**config.mk**
```make
export PLATFORM = sky130hd
export DESIGN_NAME = hex_frame_capture_flat
export DESIGN_NICKNAME = d
export VERILOG_FILES = /design/src/rtl/hex_frame_capture_if.sv /design/src/rtl/hex_frame_capture.sv /design/src/flat_wrapper.sv
export SDC_FILE = /design/constraint.sdc
export NUM_CORES = 1
export LEC_CHECK = 0
export ABC_AREA = 1
export CAP_MARGIN = 20
export CORE_MARGIN = 3
export CORE_UTILIZATION = 55
export DETAILED_ROUTE_END_ITERATION = 8
export PLACE_DENSITY_LB_ADDON = 0.15
export SYNTH_ARGS = -nofsm -noshare
export SYNTH_HDL_FRONTEND = slang
export SYNTH_SLANG_ARGS = --single-unit
export TNS_END_PERCENT = 1
```
**constraint.sdc**
```tcl
create_clock -name clk -period 2.2 [get_ports clk]
set_input_delay 0.44 -clock clk [delete_from_list [all_inputs] [get_ports clk]]
set_output_delay 0.44 -clock clk [all_outputs]
set_load 0.005 [all_outputs]
```
**src/rtl/hex_frame_capture_if.sv**
```systemverilog
// Beat bus from the encoder datapath into the hex frame capture block.
// The master drives one group of BITS_IN encoded bits per valid cycle.
interface hex_frame_capture_if #(
  parameter int BITS_IN = 2
);
  logic               in_valid;
  logic [BITS_IN-1:0] in_bits;

  modport master (
    output in_valid,
    output in_bits
  );

  modport slave (
    input in_valid,
    input in_bits
  );
endinterface

```
**src/rtl/hex_frame_capture.sv**
```systemverilog
// Packs encoded bit beats into nibbles and nibbles into a display frame.
// The hex word updates a whole frame at a time so the displays stay steady.
module hex_frame_capture #(
  parameter int NUM_DIGITS = 4,
  parameter int BITS_IN    = 2
) (
  input  logic                    clk,
  input  logic                    reset,
  hex_frame_capture_if.slave      beat,
  input  logic                    freeze,
  input  logic                    clear,
  output logic [4*NUM_DIGITS-1:0] nibble_out,
  output logic [NUM_DIGITS-1:0]   digit_valid,
  output logic                    frame_done,
  output logic                    overflow,
  output logic [7:0]              frames
);

  localparam int W     = 4 * NUM_DIGITS;
  localparam int BEATS = 4 / BITS_IN;

  localparam logic [1:0] BEAT_LAST = 2'(BEATS - 1);
  localparam logic [2:0] NIB_LAST  = 3'(NUM_DIGITS - 1);

  generate
    if (!(BITS_IN == 1 || BITS_IN == 2 || BITS_IN == 4)) begin : g_bad_bits
      $error("hex_frame_capture: BITS_IN must be 1, 2 or 4");
    end
    if (NUM_DIGITS < 1 || NUM_DIGITS > 8) begin : g_bad_digits
      $error("hex_frame_capture: NUM_DIGITS must be 1..8");
    end
  endgenerate

  logic [3:0]   asm_q;
  logic [W-1:0] work_q;
  logic [1:0]   bcnt_q;
  logic [2:0]   ncnt_q;

  logic         accept;
  logic         nib_done;
  logic         frame_last;
  logic [3:0]   asm_nxt;
  logic [W-1:0] work_nxt;

  // Earlier bits sit at the top of in_bits, so a plain concatenation
  // shifts them toward the nibble MSB.
  always_comb begin
    accept     = beat.in_valid && !clear;
    asm_nxt    = 4'({asm_q, beat.in_bits});
    work_nxt   = W'({work_q, asm_nxt});
    nib_done   = (bcnt_q == BEAT_LAST);
    frame_last = nib_done && (ncnt_q == NIB_LAST);
  end

  always_ff @(posedge clk or posedge reset) begin
    if (reset) begin
      asm_q  <= '0;
      work_q <= '0;
      bcnt_q <= '0;
      ncnt_q <= '0;
    end else if (clear) begin
      asm_q  <= '0;
      work_q <= '0;
      bcnt_q <= '0;
      ncnt_q <= '0;
    end else if (accept) begin
      if (!nib_done) begin
        asm_q  <= asm_nxt;
        bcnt_q <= bcnt_q + 2'd1;
      end else begin
        asm_q  <= '0;
        bcnt_q <= '0;
        if (frame_last) begin
          work_q <= '0;
          ncnt_q <= '0;
        end else begin
          work_q <= work_nxt;
          ncnt_q <= ncnt_q + 3'd1;
        end
      end
    end
  end

  // A frozen display still drains the work register; the lost frame
  // is only remembered through the sticky overflow flag.
  always_ff @(posedge clk or posedge reset) begin
    if (reset) begin
      nibble_out  <= '0;
      digit_valid <= '0;
      frame_done  <= 1'b0;
      overflow    <= 1'b0;
      frames      <= '0;
    end else begin
      frame_done <= 1'b0;
      if (clear) begin
        overflow <= 1'b0;
      end else if (accept && frame_last) begin
        if (freeze) begin
          overflow <= 1'b1;
        end else begin
          nibble_out  <= work_nxt;
          digit_valid <= '1;
          frames      <= frames + 8'd1;
          frame_done  <= 1'b1;
        end
      end
    end
  end

endmodule

```
**src/flat_wrapper.sv**
```systemverilog
// flat-port wrapper written by rule: the top's interface ports become plain ports
module hex_frame_capture_flat 
#(
  parameter int NUM_DIGITS = 4,
  parameter int BITS_IN    = 2
)
  (clk, reset, freeze, clear, nibble_out, digit_valid, frame_done, overflow, frames, beat_in_valid, beat_in_bits);
  hex_frame_capture_if #(.BITS_IN(BITS_IN)) beat_i ();
  input  logic clk;
  input  logic reset;
  input  logic freeze;
  input  logic clear;
  output logic [4*NUM_DIGITS-1:0] nibble_out;
  output logic [NUM_DIGITS-1:0] digit_valid;
  output logic frame_done;
  output logic overflow;
  output logic [7:0] frames;
  input wire logic [$bits(beat_i.in_valid)-1:0] beat_in_valid;
  input wire logic [$bits(beat_i.in_bits)-1:0] beat_in_bits;
  assign beat_i.in_valid = beat_in_valid;
  assign beat_i.in_bits = beat_in_bits;
  hex_frame_capture #(.NUM_DIGITS(NUM_DIGITS), .BITS_IN(BITS_IN)) u_core (.clk(clk), .reset(reset), .beat(beat_i), .freeze(freeze), .clear(clear), .nibble_out(nibble_out), .digit_valid(digit_valid), .frame_done(frame_done), .overflow(overflow), .frames(frames));
endmodule
```
==> results of run 1 <==
## through the flow
step	instances	total power, mW	hold slack, ns	utilization [%]	setup slack [ns]
2_1_floorplan	218	0.917	0.442	-	0.672
3_3_place_gp	296	0.948	0.453	70.0	0.417
3_5_place_dp	296	0.949	0.457	70.0	0.355
4_1_cts	304	1.36	0.418	71.7	0.398
5_1_grt	304	1.40	0.433	71.7	0.326
6_report	304	1.34	0.407	71.7	0.408
## state kept, by name, summed over array words and instances, names as in the netlist
signal / flops
u_core.ncnt_q: 3
u_core.overflow: 1
u_core.work_q: 12
u_core.frame_done: 1
u_core.nibble_out: 16
u_core.asm_q: 2
u_core.digit_valid: 1
u_core.frames: 8
u_core.bcnt_q: 2
## per-layer routing
layer	GRT usage, %	up-vias	wire, µm
li1	-	751	-
met1	25.9	699	1660
met2	31.9	32	1680
met3	4.08	6	147
met4	6.99	0	47
met5	0	-	0
## power breakdown
| part | total [mW] | leakage (nW) | internal, mW | switching [mW] |
|---|---|---|---|---|
| Sequential | 0.858 | 0.640 | 0.853 | 0.00498 |
| Clock | 0.411 | 0.0353 | 0.155 | 0.256 |
| Combinational | 0.0722 | 0.546 | 0.0251 | 0.0471 |
| Total | 1.34 | 1.22 | 1.03 | 0.308 |
## cells by family after synthesis
family	after synthesis	share of synthesized area (%)
AOI/OAI and AO/OA	23	6.59
xor gates and xnor gates	3	1.33
adders and majority gates	2	1.27
buffers and inverters	35	8.31
DFF	46	58.3
and+or+nand+nor	109	24.2
## worst paths after layout
check	slack [ns]	endpoint	from	cells after the start
setup / recovery	0.41	frames[3]	u_core.frames[3]	1
hold / removal	0.41	u_core.nibble_out[2]	reset	2
setup reg to reg	0.73	u_core.nibble_out[9]	u_core.ncnt_q[0]	7
hold reg to reg	0.48	u_core.nibble_out[12]	u_core.work_q[8]	2
max in group asynchronous	1.31	u_core.frames[7]	reset	3
min in group clk	0.48	u_core.nibble_out[12]	u_core.work_q[8]	2
## placed cells by master, fill, tap and decap left out, types with 4 or more instances in the layout
| cell type | netlist | final |
|---|---|---|
| sky130_fd_sc_hd__nand2_1 | 92 | 92 |
| sky130_fd_sc_hd__clkbuf_4 | 0 | 5 |
| sky130_fd_sc_hd__o21ai_1 | 8 | 8 |
| sky130_fd_sc_hd__inv_2 | 5 | 6 |
| sky130_fd_sc_hd__nand3_1 | 4 | 4 |
| sky130_fd_sc_hd__clkdlybuf4s50_1 | 0 | 36 |
| sky130_fd_sc_hd__dfrtp_1 | 46 | 46 |
| sky130_fd_sc_hd__o22ai_1 | 10 | 10 |
| sky130_fd_sc_hd__nor2_1 | 5 | 5 |
| sky130_fd_sc_hd__inv_1 | 22 | 21 |
## final cells by class
type | count | area (µm²) | share of cell area, %
Tap cell | 46 | 57.6 | 2.37
Timing Repair Buffer | 40 | 403 | 16.6
Clock inverter | 1 | 5.00 | 0.206
Inverter | 27 | 101 | 4.17
Multi-Input combinational cell | 137 | 658 | 27.1
Clock buffer | 7 | 55.1 | 2.26
Sequential cell | 46 | 1150 | 47.3
==> impl_results.rst, run 1 <==
.. list-table::
   :header-rows: 1

   * - Metric
     - Value
   * - Pin count of the biggest net entering global routing
     - 27
   * - Site Rows
     - 21
   * - Slew at the pin closest to its max-slew limit
     - 0.461 ns
   * - Avg Vias per Cell
     - ~5
   * - Cts bufs inserted
     - 5
   * - Standard cell core area
     - 0.00339 mm²
   * - Number of enable-type register cells in the synthesized netlist
     - 0
   * - First-pass detailed-route iteration total
     - 4
   * - Die extent in y
     - 65.9 µm
   * - Initial antenna violation count
     - 0
   * - Part of the Yosys area used for sequential elements
     - roughly 60%
   * - Kind of capture point of the worst setup path
     - primary output
   * - Most used DFF post-synth
     - sky130_fd_sc_hd__dfrtp_1
   * - Die Width
     - 65.9 µm
   * - Top cell types by occurrence after synthesis
     - sky130_fd_sc_hd__nand2_1 (92), sky130_fd_sc_hd__dfrtp_1 (46), sky130_fd_sc_hd__inv_1 (22)
   * - H-Tree Depth
     - 2
   * - Post-route fraction of the period consumed by the critical path
     - 81.4%
   * - Number of library cell types mapped by synthesis
     - 24
   * - Synthesized instance count
     - 218
   * - Port buffer count
     - 36
   * - Share of cells above drive strength 1
     - 8.91%
   * - Max cap viols
     - 0
   * - Placer congestion estimate
     - approximately 0.78
   * - Post-route minimum period
     - about 1.8 ns
   * - Number of cells upsized or downsized after cts
     - 0
   * - Leakage power total
     - 1.22 nW
   * - CP Buf/Inv Count
     - 1
   * - Net count, final
     - 266
   * - Nets in the synthesized netlist
     - 227
   * - Antenna diodes
     - 0
   * - Final count of hold timing violations
     - 0
   * - Element type at the critical path start
     - register
   * - Count of final max-slew check failures
     - 0
   * - Power density over the cells
     - 552 mW/mm²
   * - Area growth, synth to finish
     - 23.2%
   * - Avg Synthesized Cell Area
     - 9.05 µm²
   * - CTS clk-pin slew, worst paths
     - about 0.13 ns
   * - Most repeated cell in the gate-level netlist after synthesis
     - sky130_fd_sc_hd__nand2_1
   * - Clock tree skew after final layout
     - ~0.011 ns
   * - Number of vias in the routed layout
     - 1,488
   * - Global router's overall resource usage
     - about a fifth
   * - Filler Cell Count
     - ~270
   * - Latest clock arrival within the worst-skew pair
     - approximately 0.35 ns
   * - Remaining max-slew budget at the tightest pin
     - 69.2%
   * - Worst path slowest cell
     - sky130_fd_sc_hd__clkdlybuf4s50_1
   * - Violation count after the first detailed-routing iteration
     - 74
   * - Kind of critical path
     - register to primary output
   * - Dominant cell type by area after synthesis
     - sky130_fd_sc_hd__dfrtp_1
   * - First-pass GRT wire length
     - 6560 µm
   * - Per-cell routed wire length
     - 11.6 µm
   * - Share of flip-flops with an asynchronous set or reset
     - between 90% and 100%
   * - Fraction of post-synthesis cell area in the top cell type by area
     - 58.3%
   * - Top area cells in the synthesized netlist
     - sky130_fd_sc_hd__dfrtp_1 (58%), sky130_fd_sc_hd__nand2_1 (18%), sky130_fd_sc_hd__inv_1 (4.2%), sky130_fd_sc_hd__o22ai_1 (3.2%), sky130_fd_sc_hd__o21ai_1 (2.0%)
   * - Cell breakdown of the critical path
     - clkdlybuf4s50_1
   * - Hold Path Class
     - primary input to async pin
   * - Boundary Pins
     - 37
   * - Count of hold-fix buffers inserted at cts
     - 0
   * - Maximum clock insertion buffer count
     - 2
   * - Peak supply drop
     - 0.399 mV
   * - Status
     - completed
   * - Final Cell Area
     - 0.00243 mm²
   * - Total negative slack
     - 0 ns
   * - Endpoint required time on the critical path
     - 1.76 ns
   * - Kind of cell adding the most delay to the critical path
     - buffers and inverters
   * - Antenna viol nets, final
     - 0
   * - Setup repair after global routing missed its margin
     - no
   * - Total wire length after detailed routing
     - 3530 µm
   * - Post-synthesis cell area
     - about 0.002 mm²
   * - Placed inst area
     - 0.00237 mm²
   * - Post-CTS Repair Setup Buffers
     - 0
   * - Arr. time, crit path
     - 1.35 ns
   * - Starting utilization of the core area
     - between 50 and 60%
   * - Vias in the first global route
     - 1,503
   * - Critical path peak fanout
     - 6
   * - GRT overflow
     - 0
   * - Highest achievable clock rate
     - 558 MHz
   * - Clock tree from TritonCTS
     - done
   * - Clock sink count
     - 46
   * - Syn. warnings
     - 0
   * - Placed wire-length estimate
     - 2510 µm
   * - Number of design rule violations left after detail routing
     - 0
   * - Floorplan die area
     - 0.00434 mm²
   * - FF+latch count, synth
     - 46
   * - CTS Root Buffer Type
     - sky130_fd_sc_hd__clkbuf_4
   * - Final Setup Violations
     - 0
   * - CP peak stage delay
     - 0.54 ns
(Power assumes the default switching activity.)
==> run 2: changes to the inputs <==
- CORE_UTILIZATION: 55 -> 46
- clock period: 2.2 -> 1.5 ns (I/O delays scaled with it)
==> impl_results.rst, run 2 (same netlist as run 1, synthesis figures left out) <==
.. list-table::
   :header-rows: 1

   * - Metric
     - Value
   * - Final non-filler cell total
     - 317 (was 304)
   * - Final Setup Violations
     - 0 (unchanged)
   * - Logic depth of the worst setup path including buffers
     - 1 (unchanged)
   * - Most frequent cells in the layout
     - sky130_fd_sc_hd__nand2_1 (92), sky130_fd_sc_hd__dfrtp_1 (44), sky130_fd_sc_hd__inv_1 (21) (was sky130_fd_sc_hd__nand2_1 (92), sky130_fd_sc_hd__dfrtp_1 (46), sky130_fd_sc_hd__clkdlybuf4s50_1 (36))
   * - Critical path peak fanout
     - 2 (was 6)
   * - Cell internal power dissipation
     - 1.80 mW (was 1.03 mW)
   * - Final count of hold timing violations
     - 0 (unchanged)
   * - Status
     - completed (unchanged)
   * - Capturing instance or port of the critical path
     - nibble_out[0] (was frames[3])
   * - R2R setup slack
     - 0.20 ns (was 0.73 ns)
   * - FF-to-FF Start
     - u_core.ncnt_q[0] (unchanged)
   * - Share of cells above drive strength 1
     - 12.7% (was 8.91%)
   * - Die Width
     - 71.5 µm (was 65.9 µm)
   * - Standard cell core area
     - 0.00406 mm² (was 0.00339 mm²)
   * - Largest registers in the final layout
     - u_core.nibble_out x16, u_core.work_q x12, u_core.frames x8 (unchanged)
   * - Gate power share
     - 5.2% (was 5.4%)
   * - Final worst hold slack
     - 0.267 ns (was 0.407 ns)
   * - Setup repair after global routing missed its margin
     - no (unchanged)
   * - First-pass detailed-route iteration total
     - 4 (unchanged)
   * - Net count, final
     - 275 (was 266)
   * - Placer congestion estimate
     - 0.748 (was 0.782)
   * - Critical register-to-register path endpoint
     - u_core.frames[2] (was u_core.nibble_out[9])
   * - Area of combinational cells with multiple inputs
     - 663 µm² (was 658 µm²)
   * - Floorplan die area
     - 0.00511 mm² (was 0.00434 mm²)
   * - Highest achievable clock rate
     - approximately 700 MHz
   * - Latest clock arrival within the worst-skew pair
     - 0.30 ns (was 0.35 ns)
   * - Maximum clock insertion buffer count
     - 2 (unchanged)
   * - Number of cells after detailed placement
     - 307 (was 296)
   * - Kind of capture point of the worst setup path
     - primary output (unchanged)
   * - Clock tree from TritonCTS
     - done (unchanged)
   * - Antenna diodes
     - 0 (unchanged)
   * - Avg Vias per Cell
     - 4.76 (was 4.89)
   * - Area growth, synth to finish
     - 32.4% (was 23.2%)
   * - Antenna viol nets, final
     - 0 (unchanged)
   * - Global router's overall resource usage
     - 16.3% (was 19.6%)
   * - CP peak stage delay
     - 0.50 ns (was 0.54 ns)
   * - Vias in the first global route
     - 1,433 (was 1,503)
   * - Violation count after the first detailed-routing iteration
     - 66 (was 74)
   * - Hold Path Class
     - primary input to async pin (unchanged)
   * - Power density over the cells
     - 878 mW/mm² (was 552 mW/mm²)
   * - Worst path slowest cell
     - sky130_fd_sc_hd__clkdlybuf4s50_1 (unchanged)
   * - Max cap viols
     - 0 (unchanged)
   * - Length in cells of the worst reg-to-reg path
     - 7 (unchanged)
   * - Remaining max-slew budget at the tightest pin
     - 77.8% (was 69.2%)
   * - Count of final max-slew check failures
     - 0 (unchanged)
   * - Element type at the critical path start
     - register (unchanged)
   * - Final worst-path setup slack
     - 0.0362 ns (was 0.408 ns)
   * - Leakage power total
     - 1.55 nW (was 1.22 nW)
   * - Clock sink count
     - 46 (unchanged)
   * - CTS Root Buffer Type
     - sky130_fd_sc_hd__clkbuf_8 (was sky130_fd_sc_hd__clkbuf_4)
   * - Endpoint required time on the critical path
     - 1.20 ns (was 1.76 ns)
   * - GRT overflow
     - 0 (unchanged)
   * - Number of design rule violations left after detail routing
     - 0 (unchanged)
   * - Post-route fraction of the period consumed by the critical path
     - 97.6%
   * - CTS clk-pin slew, worst paths
     - 0.09 ns (was 0.13 ns)
   * - Site Rows
     - 23 (was 21)
   * - Commonest non-fill, non-tap cell in the layout
     - sky130_fd_sc_hd__nand2_1 (unchanged)
   * - Worst Setup SP
     - u_core.nibble_out[0] (was u_core.frames[3])
   * - Cell breakdown of the critical path
     - clkdlybuf4s50_1 (unchanged)
   * - CP Buf/Inv Count
     - 1 (unchanged)
   * - Kind of cell adding the most delay to the critical path
     - buffers and inverters (unchanged)
   * - Power share of the clock group
     - 40.0% (was 30.7%)
   * - Kind of critical path
     - register to primary output (unchanged)
   * - Switching Fraction
     - 21.7% (was 23.0%)
   * - Die extent in y
     - 71.5 µm (was 65.9 µm)
   * - Slew at the pin closest to its max-slew limit
     - 0.333 ns (was 0.461 ns)
   * - Total power of the final layout
     - 2.29 mW (was 1.34 mW)
   * - Pin count of the biggest net entering global routing
     - 20 (was 27)
   * - First-pass GRT wire length
     - 6460 µm (was 6560 µm)
   * - Peak supply drop
     - 0.677 mV (was 0.399 mV)
   * - Total wire length after detailed routing
     - 3670 µm (was 3530 µm)
   * - Register area
     - 0.00115 mm² (about the same)
   * - Initial antenna violation count
     - 0 (unchanged)
   * - Arr. time, crit path
     - 1.16 ns (was 1.35 ns)
   * - Post-route minimum period
     - 1.46 ns
   * - Cts bufs inserted
     - 5 (unchanged)
   * - Port buffer count
     - 36 (unchanged)
   * - Largest Register
     - u_core.nibble_out (unchanged)
   * - Placed wire-length estimate
     - 2680 µm (was 2510 µm)
   * - Clock tree skew after final layout
     - 0.00826 ns (was 0.0108 ns)
   * - H-Tree Depth
     - 2 (unchanged)
   * - Switching power
     - 498 µW (was 308 µW)
   * - Starting utilization of the core area
     - 48.6% (was 58.2%)
   * - Boundary Pins
     - 37 (unchanged)
   * - Setup slack after placement
     - -0.0852 ns (was 0.355 ns)
   * - Per-cell routed wire length
     - 11.6 µm (about the same)
   * - Number of vias in the routed layout
     - 1,508 (was 1,488)
   * - Sequential power share
     - 54.8% (was 64.0%)
   * - Filler Cell Count
     - 335 (was 271)
   * - Flip-flop count of the largest register after layout
     - 16 (unchanged)
[run 2: cell count changes in the layout (fill, tap and decap cells not counted)]
| cell | before | now |
|---|---|---|
| sky130_fd_sc_hd__clkdlybuf4s50_1 | 36 | 14 |
| sky130_fd_sc_hd__dlygate4sd2_1 | 0 | 11 |
| sky130_fd_sc_hd__dlymetal6s2s_1 | 0 | 11 |
| sky130_fd_sc_hd__buf_4 | 3 | 9 |
| sky130_fd_sc_hd__clkbuf_4 | 5 | 0 |
| sky130_fd_sc_hd__clkbuf_8 | 1 | 5 |
| sky130_fd_sc_hd__buf_12 | 1 | 4 |
| sky130_fd_sc_hd__dfrtp_1 | 46 | 44 |
| sky130_fd_sc_hd__dfrtp_2 | 0 | 2 |
| sky130_fd_sc_hd__bufinv_16 | 0 | 1 |
| sky130_fd_sc_hd__clkinv_2 | 1 | 0 |
| sky130_fd_sc_hd__clkinvlp_4 | 0 | 1 |
| sky130_fd_sc_hd__nor2_2 | 1 | 0 |
| sky130_fd_sc_hd__nor2_4 | 2 | 3 |
[run 2: worst reg2reg max path: cells and delay by family, from the launching register on]
family                     cells  cell delay, ns
and+or+nand+nor                4            0.37
buffers and inverters          2            0.27
DFF                            1            0.38
adders and majority gates      1            0.18
[run 2: through the flow]
step	TNS [ns]	utilization, %	cell area (µm²)
5_1_grt	0	64.4	2610
4_1_cts	0	63.4	2570
3_3_place_gp	-1.28	60.8	2470
2_1_floorplan	0	-	1970
3_5_place_dp	-1.69	60.8	2470
6_report	0	64.4	2610
[run 2: how the worst min path moves through the flow]
stage,slack (ns),endpoint,cells after the start,startpoint
floorplan,0.41,u_core.nibble_out[0],2,beat_in_bits[0]
global placement,0.45,u_core.nibble_out[11],2,u_core.work_q[7]
detailed placement,0.45,u_core.nibble_out[11],2,u_core.work_q[7]
CTS,0.27,u_core.nibble_out[12],2,reset
global route,0.29,u_core.nibble_out[13],2,reset
finish,0.27,u_core.nibble_out[13],2,reset
[run 2: per-layer routing]
metal | vias up | part of all wire, % | GRT usage, %
met5 | - | 0 | 0
met2 | 30 | 47 | 26.5
met1 | 710 | 47 | 20.5
met4 | 0 | 1.3 | 5.64
met3 | 6 | 5.1 | 5.19
li1 | 762 | - | -
[run 2: power by group through the flow]
stage          Clock, mW  Combinational [mW]  Sequential [mW]
2_1_floorplan          0              0.0637             1.28
3_3_place_gp           0               0.122             1.28
3_5_place_dp           0               0.124             1.28
4_1_cts            0.948               0.124             1.26
5_1_grt             1.00               0.135             1.26
6_report           0.917               0.120             1.26
[run 2: final cells by class]
| type | instances | share of cell area [%] |
|---|---|---|
| sequential | 46 | 44.2 |
| inverter | 27 | 3.88 |
| tap | 50 | 2.39 |
| timing repair buffer | 49 | 20.0 |
| clock inverter | 2 | 1.44 |
| multi-input combinational | 137 | 25.4 |
| clock buffer | 6 | 2.78 |
[run 2: timing repair]
| action | CTS | global route |
|---|---|---|
| hold buffers | 0 | 0 |
| endpoints found under the setup margin | 12 | 13 |
| setup buffers | 1 | 1 |
| resized for setup | 13 | 12 |
